==> src/rtl/alu_seq_pkg.sv <==
// Shared definitions for the sequential ALU:
// opcodes, FSM states and the default datapath width.
package alu_seq_pkg;

  localparam int WIDTH_DEF = 32;

  localparam logic [2:0] OP_ADD = 3'b000;
  localparam logic [2:0] OP_SUB = 3'b001;
  localparam logic [2:0] OP_AND = 3'b010;
  localparam logic [2:0] OP_OR  = 3'b011;
  localparam logic [2:0] OP_SRL = 3'b100;
  localparam logic [2:0] OP_SRA = 3'b101;

  typedef enum logic [1:0] {
    IDLE,
    SHIFT,
    DONE
  } state_t;

  function automatic logic is_shift(
    input logic [2:0] op
  );
    return (op == OP_SRL) || (op == OP_SRA);
  endfunction

endpackage

==> src/rtl/alu_comb.sv <==
// Single-cycle arithmetic/logic unit for add, sub, and, or.
// Shift and reserved opcodes produce zero here.
module alu_comb
  import alu_seq_pkg::*;
#(
  parameter int WIDTH = WIDTH_DEF
) (
  input  logic [WIDTH-1:0] a,
  input  logic [WIDTH-1:0] b,
  input  logic [2:0]       op,
  output logic [WIDTH-1:0] c
);

  always_comb begin
    c = '0;
    unique case (1'b1)
      (op == OP_ADD): c = a + b;
      (op == OP_SUB): c = a - b;
      (op == OP_AND): c = a & b;
      (op == OP_OR):  c = a | b;
      default:        c = '0;
    endcase
  end

endmodule

==> src/rtl/alu_seq.sv <==
// Handshaked ALU with a bit-serial right shifter
// and a wrapping count of delivered results.
module alu_seq
  import alu_seq_pkg::*;
#(
  parameter int WIDTH = WIDTH_DEF
) (
  input  logic             clk,
  input  logic             reset,
  input  logic             in_valid,
  output logic             in_ready,
  input  logic [2:0]       in_op,
  input  logic [WIDTH-1:0] in_a,
  input  logic [WIDTH-1:0] in_b,
  output logic             out_valid,
  input  logic             out_ready,
  output logic [WIDTH-1:0] out_c,
  output logic             busy,
  output logic [15:0]      op_count
);

  state_t           state_q;
  state_t           state_d;
  logic [WIDTH-1:0] work_q;
  logic [5:0]       cnt_q;
  logic             sra_q;
  logic [15:0]      op_count_q;
  logic [WIDTH-1:0] alu_c;
  logic [5:0]       n_sat;
  logic             in_fire;
  logic             out_fire;

  alu_comb #(
    .WIDTH (WIDTH)
  ) u_alu (
    .a  (in_a),
    .b  (in_b),
    .op (in_op),
    .c  (alu_c)
  );

  // Any amount of 32 or more behaves like 32.
  assign n_sat = (|in_b[WIDTH-1:5])
               ? 6'd32
               : {1'b0, in_b[4:0]};

  assign in_ready  = !reset && (state_q == IDLE);
  assign out_valid = !reset && (state_q == DONE);
  assign busy      = !reset && (state_q != IDLE);
  assign out_c     = out_valid ? work_q : '0;
  assign op_count  = op_count_q;

  assign in_fire  = in_valid && in_ready;
  assign out_fire = out_valid && out_ready;

  always_comb begin
    state_d = state_q;
    unique case (state_q)
      IDLE: begin
        if (in_fire) begin
          if (is_shift(in_op) && (n_sat != 6'd0))
            state_d = SHIFT;
          else
            state_d = DONE;
        end
      end
      SHIFT: begin
        if (cnt_q == 6'd1)
          state_d = DONE;
      end
      DONE: begin
        if (out_fire)
          state_d = IDLE;
      end
      default: state_d = IDLE;
    endcase
  end

  always_ff @(posedge clk) begin
    if (reset) begin
      state_q    <= IDLE;
      work_q     <= '0;
      cnt_q      <= '0;
      sra_q      <= 1'b0;
      op_count_q <= '0;
    end else begin
      state_q <= state_d;
      unique case (state_q)
        IDLE: begin
          if (in_fire) begin
            if (is_shift(in_op)) begin
              work_q <= in_a;
              cnt_q  <= n_sat;
              sra_q  <= (in_op == OP_SRA);
            end else begin
              work_q <= alu_c;
            end
          end
        end
        SHIFT: begin
          work_q <= {sra_q & work_q[WIDTH-1],
                     work_q[WIDTH-1:1]};
          cnt_q  <= cnt_q - 6'd1;
        end
        DONE: begin
          if (out_fire)
            op_count_q <= op_count_q + 16'd1;
        end
        default: ;
      endcase
    end
  end

endmodule

==> config.mk <==
export PLATFORM = sky130hd
export DESIGN_NAME = alu_seq
export DESIGN_NICKNAME = d
export VERILOG_FILES = /design/src/rtl/alu_seq_pkg.sv /design/src/rtl/alu_comb.sv /design/src/rtl/alu_seq.sv
export SDC_FILE = /design/constraint.sdc
export NUM_CORES = 1
export LEC_CHECK = 0
export BUFFER_PORTS_ARGS = -buffer_cell sky130_fd_sc_hd__buf_2
export CORE_ASPECT_RATIO = 1.5
export CORE_MARGIN = 2
export CORE_UTILIZATION = 60
export DETAILED_ROUTE_END_ITERATION = 10
export PLACE_DENSITY = 0.86
export SETUP_SLACK_MARGIN = 0.02
export SYNTH_ARGS = -nofsm -noshare
export SYNTH_HDL_FRONTEND = slang
export SYNTH_SLANG_ARGS = --single-unit
==> constraint.sdc <==
create_clock -name clk -period 10 [get_ports clk]
set_input_delay 1 -clock clk [delete_from_list [all_inputs] [get_ports clk]]
set_output_delay 1 -clock clk [all_outputs]
set_load 0.05 [all_outputs]
# [Word level (Yosys, flattened, before mapping)]
# Index checks and enable logic that the tools add are counted.
[op_classes] n_mux=14 add_sub_neg=4 n_eq_ne=12 n_reduce_logical=19 bitwise_logic=3
[op_table] cell="32-bit case mux with 4 select lines" count=1
[op_table] cell="32-bit 2-to-1 mux" count=3
[op_table] cell="32-bit case mux with 2 select lines" count=1
[op_table] cell="32-bit adder" count=1
[op_table] cell="32-bit bitwise AND" count=1
[op_table] cell="32-bit bitwise OR" count=1
[op_table] cell="32-bit subtractor" count=1
[op_table] cell="27-bit OR reduction" count=1
[op_table] cell="6-bit 2-to-1 mux" count=3
[op_table] cell="16-bit by 1-bit adder with 16-bit output (second input constant)" count=1
[op_table] cell="6-bit case mux with 2 select lines" count=1
[op_table] cell="3-bit AND reduction" count=3
[op_table] cell="2-bit 2-to-1 mux" count=4
[op_table] cell="3-bit by 2-bit == test with 1-bit output (second input constant)" count=2
[op_table] cell="3-bit == test (second input constant)" count=2
[op_table] cell="6-bit by 1-bit == test with 1-bit output (second input constant)" count=1
[op_table] cell="1-bit logical AND" count=6
[op_table] cell="2-bit != test (second input constant)" count=3
[op_table] cell="2-bit case mux with 3 select lines" count=1
[op_table] cell="6-bit nonzero test" count=1
[op_table] cell="6-bit by 1-bit subtractor with 6-bit output (second input constant)" count=1
[op_table] cell="2-bit AND reduction" count=2
[op_table] cell="2-bit nonzero test" count=2
[op_table] cell="3-bit by 1-bit == test with 1-bit output (second input constant)" count=1
[op_table] cell="8 further kinds" count=8
[word_totals] regBits=57 word_cells=57

# [Logic depth before layout (Yosys ltp)]
# Gate-level depths: netlist of the first run.
[depth] depth_word=7 mapped_depth=16 ltp_nobuf=16

# [Hierarchy]
# A second synthesis of the first run with hierarchy kept.
[unflattened] hier_cells=865 area_unflattened_um2=6401.1
[by_module_without_submodules] mod="alu_seq" seq_area_each_um2=1141.1 instances=1 cells_each=383 area_each_um2=3270.6
[by_module_without_submodules] mod="alu_comb" seq_area_each_um2=0.0 instances=1 cells_each=482 area_each_um2=3130.5

# [Worst setup path after synthesis of the first run]
# Ideal clock, no wire load.
[synth_timing] kind="input to register" start="in in_b[5]" end="reg work_q[30]" path_slack_ns=5.517 path_buffers=0 stages=14 arrival_ns=4.366 path_cell_list="or4_4 -> nor4_4 -> and2_4 -> inv_4 -> o31ai_1 -> xor2_1 -> ha_1 -> a21oi_1 -> o21ai_0 -> a2111oi_2 -> a211oi_1 -> o41ai_1 -> nand3_1 -> a41o_1"
[synth_via] elab_chain_len=5 word_cells_on_any_way=6 classes_between="add/sub (2); mux (4)"
[synth_lines] item="from (decl)" line="alu_seq.sv:14" rtl="input logic [WIDTH-1:0] in_b,"
[synth_lines] item="32-bit subtractor / 32-bit adder (equally long branches)" line="alu_comb.sv:18, alu_comb.sv:17"
[synth_lines] item="32-bit case mux with 4 select lines (*)" line="alu_comb.sv:16" rtl="unique case (1'b1)"
[synth_lines] item="32-bit 2-to-1 mux (*)" line="alu_seq.sv:91" rtl="if (is_shift(in_op)) begin"
[synth_lines] item="32-bit 2-to-1 mux (*)" line="alu_seq.sv:90" rtl="if (in_fire) begin"
[synth_lines] item="32-bit case mux with 2 select lines (*)" line="alu_seq.sv:88" rtl="unique case (state_q)"
[synth_lines] item="to (signal assigned)" line="alu_seq.sv:92" rtl="work_q <= in_a;"
[synth_lines] item="to (signal assigned)" line="alu_seq.sv:96" rtl="work_q <= alu_c;"
[synth_lines] item="to (signal assigned)" line="alu_seq.sv:101" rtl="work_q <= {sra_q & work_q[WIDTH-1],"
[synth_lines] item="to (decl)" line="alu_seq.sv:24" rtl="logic [WIDTH-1:0] work_q;"
# Mark *: on every way between the ends. The rest lies on a longest branch, timed or not. The select of a mux whose other input is x is not followed.
# A chain may end at the register's enable or synchronous reset.

# [Worst setup path in the final report of the first run]
[layout_timing] start="in in_op[1]" end="reg work_q[30]"
[layout_via] elab_chain_len=5 word_cells_on_any_way=11 classes_between="eq/ne (5); mux (4); reduce/logical (2)"
[layout_lines] item="from (decl)" line="alu_seq.sv:12" rtl="input logic [2:0] in_op,"
[layout_lines] item="3-bit by 2-bit == test with 1-bit output (tied with other cells)" line="alu_comb.sv:20" rtl="(op == OP_OR): c = a | b;"
[layout_lines] item="32-bit case mux with 4 select lines / 1-bit logical OR (equally long branches)" line="alu_comb.sv:16, alu_seq_pkg.sv:23"
[layout_lines] item="32-bit 2-to-1 mux (*)" line="alu_seq.sv:91"
[layout_lines] item="32-bit 2-to-1 mux (*)" line="alu_seq.sv:90"
[layout_lines] item="32-bit case mux with 2 select lines (*)" line="alu_seq.sv:88"
# Marks and branches as above.

==> impl_results.md, run 1 <==
- Die W: 86.8 µm
- Final core area utilization: 69.6%
- Clock share of power: 32.7%
- Warnings from Yosys: 0
- Crit path cell chain: buf_2 > nor2_1 > nand2_1 > o21ai_0 > xor2_1 > ha_1 > o21a_1 > a21oi_1 > o21ai_0 > a2111oi_2 > a211oi_1 > o41ai_1 > nand3_1 > a41o_1
- ANT cells: 0
- First-pass GRT wire length: 30100 µm
- Clock skew: 0.00424 ns
- Worst path max stage delay: 0.60 ns
- Clock sink total: 57
- Sequential-to-total area share from yosys stat: 18.5%
- Fin. max-slew vios: 0
- WP data arrival: 5.21 ns
- DR WL/cell: 17.8 µm
- Yosys reg bits: 57
- Number of port buffers: 121
- Hold_buf cts: 0
- Fin. Hold Viols: 0
- CTS clk-pin slew, worst paths: 0.05 ns
- Gate power share: 37.4%
- Most frequent cells in the layout: 121 x buf_2, 72 x nand2_1, 71 x o21ai_0
- Vias in the first global route: 6310
- Post_cts resized: 0
- P&R area growth vs syn: 13.7%
- Setup TNS: 0 ns
- Post-CTS setup buffer count: 0
- # setup viols final: 0
- Placed cell areas: 6740 µm²
- Hold endpoint: sra_q$_SDFFE_PP0P_
- Post-synth ARST share: 0%
- Commonest non-fill, non-tap cell in the layout: buf_2
- Most common flop cell mapped by yosys: dfxtp_1
- Post-Syn Nets: 954
- WS Path Type: input pin to flop
- Reported net switching power: 313 µW
- Largest net degree at the start of global routing: 63
- DR iter-0 viols: 713
- Mapped cell area: 6170 µm²
- Overflow after GRT: 0
- Starting density of the core: 61.2%
- Slew @ Worst Pin: 1.18 ns
- FMAX: 200 MHz
- RSZ-0062 raised after global routing: false
- HP Class: flop to flop
- Vias per std cell: 6.53
- TritonRoute pass-1 iters: 7
- Vias: 6879
- Internal: 552 µW
- Final instance area: 7020 µm²
- Placed insts: 1037
- Worst Path Max Fanout: 47
- I/O Pins: 122
- Clk_lat worst skew: 0.33 ns
- Post-synth EDFFs: 0
- Peak supply drop: 0.0746 mV
- Power Dens Cells: 123 nW/µm²
- Worst r2r src: state_q[1]$_SDFFE_PP0P_
- Worst hold path depth: 2
- Initial antenna violation count: 0
- Gr usage total: 33.5%
- Crit-path leading delay family: compound AO/OA/AOI/OAI gates
- CTS H-tree depth: 3
- Synthesized instance count: 845
- Buf/Inv on CP: 1
- Sw frac: 36.2%
- Final std cells w/o fill: 1053
- Post-synthesis cell type count: 78
- Hpwl dp: 13900 µm
- Nature of the critical path startpoint: input pin
- Post-route clock period utilization: 49.9%
- CTS Buf Count: 9
- Max cap viols: 0
- Total power: 865 µW
- Die Ht: 128 µm
- Average footprint of a synthesized cell: 7.30 µm²
- CTS tree: built
- Hold_sp: sra_q$_SDFFE_PP0P_
- Rows: 45
- Clock Tree Root: clkbuf_16
- Slowest stage cell, crit path: nand2_1
- CP endpoint kind: flop
- ANT nets after route: 0
- Worst reg2reg path depth: 8
- Register share of total power: 29.8%
- RR Endpoint: op_count[15]$_SDFFE_PP0P_
- Final critical-path required period: 4.99 ns
- Final WL: 18800 µm
- Core region area: 10100 µm²
- Proportion of layout cells with a drive suffix above 1: 17.7%
- Nets: 1040
- DRC viols: 0
- Die area: 11100 µm²
- Status: finished, final reports clean
- Routability congestion estimate: 0.948
- Most used cell, CP: o21ai_0
- Max Buffers Root-to-Sink: 2
- R2R setup slack: 7.34 ns
- Leakage: 3.04 nW
- Worst Path Required: 10.22 ns
- Slew headroom: 21.1%
[synthesized netlist by cell type, drive strengths merged, types with 14 or more instances]
master,count,area (µm²)
a211oi,18,140
a21o,19,143
a21oi,69,349
a31oi,15,93.8
and2,38,240
clkbuf,49,205
dfxtp,57,1140
ha,37,463
inv,20,77.6
maj3,21,210
nand2,72,270
nand3,19,95.1
nor2,70,263
nor3,27,140
o21ai,72,360
or3,14,88.8
xnor2,31,272
xor2,35,307
[power by group through the flow]
stage	logic, mW	clock network (mW)	registers [mW]
after floorplan	0.237	0	0.257
after global placement	0.310	0	0.261
after detailed placement	0.314	0	0.262
after CTS	0.316	0.284	0.258
after global routing	0.354	0.296	0.260
final	0.324	0.283	0.258
[metal layers]
layer	global-route usage (%)	up-vias	part of all wire [%]
li1	-	3285	-
met1	42.2	3166	40
met2	56.2	375	48
met3	4.51	53	7.7
met4	14.9	0	3.4
met5	0	-	0
[registers in the layout (all words and copies together) (netlist names)]
signal,flops
work_q,32
state_q,2
sra_q,1
cnt_q,6
op_count,16
[tightest hold or removal path, stage by stage (launching register included)]
cell and delay, ns:
dfxtp_1 0.31, nand2_1 0.06, a21oi_1 0.05
[metrics by stage]
stage                     hold WS, ns  setup WS, ns
final                           0.466          5.01
after detailed placement        0.443          4.79
after global routing            0.503          4.66
after global placement          0.441          4.88
after floorplan                 0.433          5.52
after CTS                       0.465          5.11
[worst max path at each step]
| stage | start | end | slack, ns | cells past startpoint |
|---|---|---|---|---|
| final | in_op[1] | work_q[30]$_SDFFE_PP0P_ | 5.01 | 14 |
| after global routing | in_op[1] | work_q[30]$_SDFFE_PP0P_ | 4.66 | 14 |
| after CTS | in_op[1] | work_q[30]$_SDFFE_PP0P_ | 5.11 | 14 |
| after detailed placement | in_op[1] | work_q[30]$_SDFFE_PP0P_ | 4.79 | 14 |
| after global placement | in_op[1] | work_q[30]$_SDFFE_PP0P_ | 4.88 | 14 |
| after floorplan | in_b[5] | work_q[30]$_SDFFE_PP0P_ | 5.52 | 14 |
[cell type report]
type	instances	area [µm²]
clock buffer	13	260
clock inverter	3	15.0
fill	855	3060
inverter	20	77.6
multi-input combinational	713	4710
sequential	57	1140
tap	117	146
timing repair buffer	130	673
[logic make-up after synthesis]
group                    after synthesis  share of synthesized area [%]
adder cells (fa/ha/maj)               59                           11.2
buffers and inverters                 75                           5.41
XOR/XNOR                              66                           9.37
flip-flops                            57                           18.5
AND/OR/NAND/NOR                      304                           25.4
multiplexers                           6                          0.973
AO/OA/AOI/OAI                        278                           29.1
Power figures use the tool's default switching activity.
==> run 2, diff against run 1 <==
--- a/config.mk
+++ b/config.mk
@@ -8,9 +8,9 @@
 export BUFFER_PORTS_ARGS = -buffer_cell sky130_fd_sc_hd__buf_2
 export CORE_ASPECT_RATIO = 1.5
 export CORE_MARGIN = 2
-export CORE_UTILIZATION = 60
+export CORE_UTILIZATION = 52
 export DETAILED_ROUTE_END_ITERATION = 10
-export PLACE_DENSITY = 0.86
+export PLACE_DENSITY = 0.79
 export SETUP_SLACK_MARGIN = 0.02
 export SYNTH_ARGS = -nofsm -noshare
 export SYNTH_HDL_FRONTEND = slang
==> constraint.sdc (replaced) <==
create_clock -name clk -period 4.5 [get_ports clk]
set_input_delay 0.45 -clock clk [delete_from_list [all_inputs] [get_ports clk]]
set_output_delay 0.45 -clock clk [all_outputs]
set_load 0.05 [all_outputs]
==> run 2 against run 1 <==
Net effect:
- first-iteration DRC count is 21% lower
- non-clock buffer count rose by 13
- core utilization fell by 7.7 points
- combinational power rose by 130%
- critical path depth increased by 1
- register-to-register slack worse by 5.5 ns
- clock skew grew 0.0020 ns
- sequential cell count is the same
- cell area rose by 1.7%
- critical endpoint unchanged
==> impl_results.md, run 2 (synthesis results as in run 1) <==
- Vias per std cell: 6.22
- Largest register by flop count: work_q
- Setup TNS: 0 ns
- Slowest stage cell, crit path: or4_4
- Fin. Hold Viols: 0
- Vias: 6833
- Final std cells w/o fill: 1098
- DR iter-0 viols: 560
- Routability congestion estimate: 0.932
- Crit path cell chain: buf_2 > or4_4 > nor4_4 > and2_4 > inv_4 > o31ai_1 > xor2_1 > ha_1 > a21oi_1 > o21ai_0 > a2111oi_2 > a211oi_1 > o41ai_1 > nand3_1 > a41o_1
- Final instance area: 7140 µm²
- Placed cell areas: 6880 µm²
- Proportion of layout cells with a drive suffix above 1: 18.5%
- Commonest non-fill, non-tap cell in the layout: buf_2
- Placed insts: 1083
- Final critical-path required period: 4.09 ns
- Rows: 48
- Max Buffers Root-to-Sink: 2
- Slew headroom: 40.4%
- CTS clk-pin slew, worst paths: 0.05 ns
- Clk_lat worst skew: 0.33 ns
- DR WL/cell: 17.2 µm
- Largest register FFs: 32
- RSZ-0062 raised after global routing: false
- HP Class: flop to flop
- Die W: 92.9 µm
- ANT nets after route: 0
- Nature of the critical path startpoint: input pin
- Die Ht: 137 µm
- Peak supply drop: 0.157 mV
- Total power: 1.90 mW
- Hpwl dp: 14500 µm
- Die area: 12800 µm²
- Gr usage total: 30.0%
- Clock sink total: 57
- Max cap viols: 0
- Post-CTS setup buffer count: 0
- Nets: 1053
- CTS H-tree depth: 3
- TritonRoute pass-1 iters: 6
- Post_cts resized: 0
- CTS Buf Count: 9
- First-pass GRT wire length: 31000 µm
- Vias in the first global route: 6338
- Overflow after GRT: 0
- FMAX: 245 MHz
- Fin. max-slew vios: 0
- Post-place setup slack: 0.114 ns
- Power Dens Cells: 266 nW/µm²
- Final WL: 18900 µm
- Final WS setup: 0.410 ns
- WS Path Type: input pin to flop
- ANT cells: 0
- Crit-path leading delay family: compound AO/OA/AOI/OAI gates
- Most frequent cells in the layout: 121 x buf_2, 72 x nand2_1, 71 x o21ai_0
- Filler Cells Inserted: 1110
- CTS tree: built
- Leakage: 3.08 nW
- Hold_buf cts: 0
- # setup viols final: 0
- WP data arrival: 4.31 ns
- Post-route clock period utilization: 90.9%
- Slew @ Worst Pin: 0.893 ns
- Buf/Inv on CP: 2
- Largest net degree at the start of global routing: 62
- DRC viols: 0
- Status: finished, final reports clean
- Worst Path Max Fanout: 6
- Core region area: 11500 µm²
- Starting density of the core: 53.5%
- Initial antenna violation count: 0
- Worst Path Required: 4.72 ns
- I/O Pins: 122
- P&R area growth vs syn: 15.7%
- Clock Tree Root: clkbuf_16
- Clock skew: 0.00628 ns
- CP endpoint kind: flop
- Number of port buffers: 121
- Worst path max stage delay: 0.58 ns
-- run 2: worst paths after layout --
kind | slack, ns | to | from | cells past startpoint
worst min register to register | 0.46 | work_q[3]$_SDFFE_PP0P_ | work_q[4]$_SDFFE_PP0P_ | 2
worst min-delay path | 0.46 | work_q[3]$_SDFFE_PP0P_ | work_q[4]$_SDFFE_PP0P_ | 2
worst max register to register | 1.87 | cnt_q[5]$_SDFFE_PP0P_ | state_q[0]$_SDFFE_PP0P_ | 7
worst max-delay path | 0.41 | work_q[30]$_SDFFE_PP0P_ | in_b[5] | 15
-- run 2: through the flow --
stage / utilization [%] / hold WS, ns
floorplan: - / 0.433
global placement: 59.7 / 0.450
detailed placement: 59.7 / 0.457
CTS: 61.9 / 0.461
global route: 61.9 / 0.496
finish: 61.9 / 0.464
-- run 2: worst reg2reg max path, stage by stage (launching register included) --
cell     delay [ns]
dfxtp_1        0.38
nor3_1         0.31
and2_1         0.77
nand2_1        0.44
a21o_1         0.28
a32oi_1        0.14
o21a_1         0.14
nor2_1         0.04
-- run 2: cell type report --
class,count,area [µm²],area share (%)
clock buffer,15,258,3.61
inverter,20,77.6,1.09
sequential,57,1140,16.0
multi-input combinational,713,4710,65.9
timing repair buffer,143,771,10.8
tap,150,188,2.63
-- run 2: power by group --
group	total, mW	switching [mW]	leakage, nW	internal [mW]
Combinational	0.729	0.433	2.49	0.296
Clock	0.601	0.216	0.124	0.384
Sequential	0.573	0.0308	0.465	0.542
Total	1.90	0.680	3.08	1.22
-- run 2: per-layer routing --
layer  vias to the layer above  share of wire, %  GRT usage, %
li1                       3306                 -             -
met1                      3176                42          38.5
met2                       309                48          51.4
met3                        42               7.7          3.56
met4                         0               2.9          11.4
met5                         -                 0             0
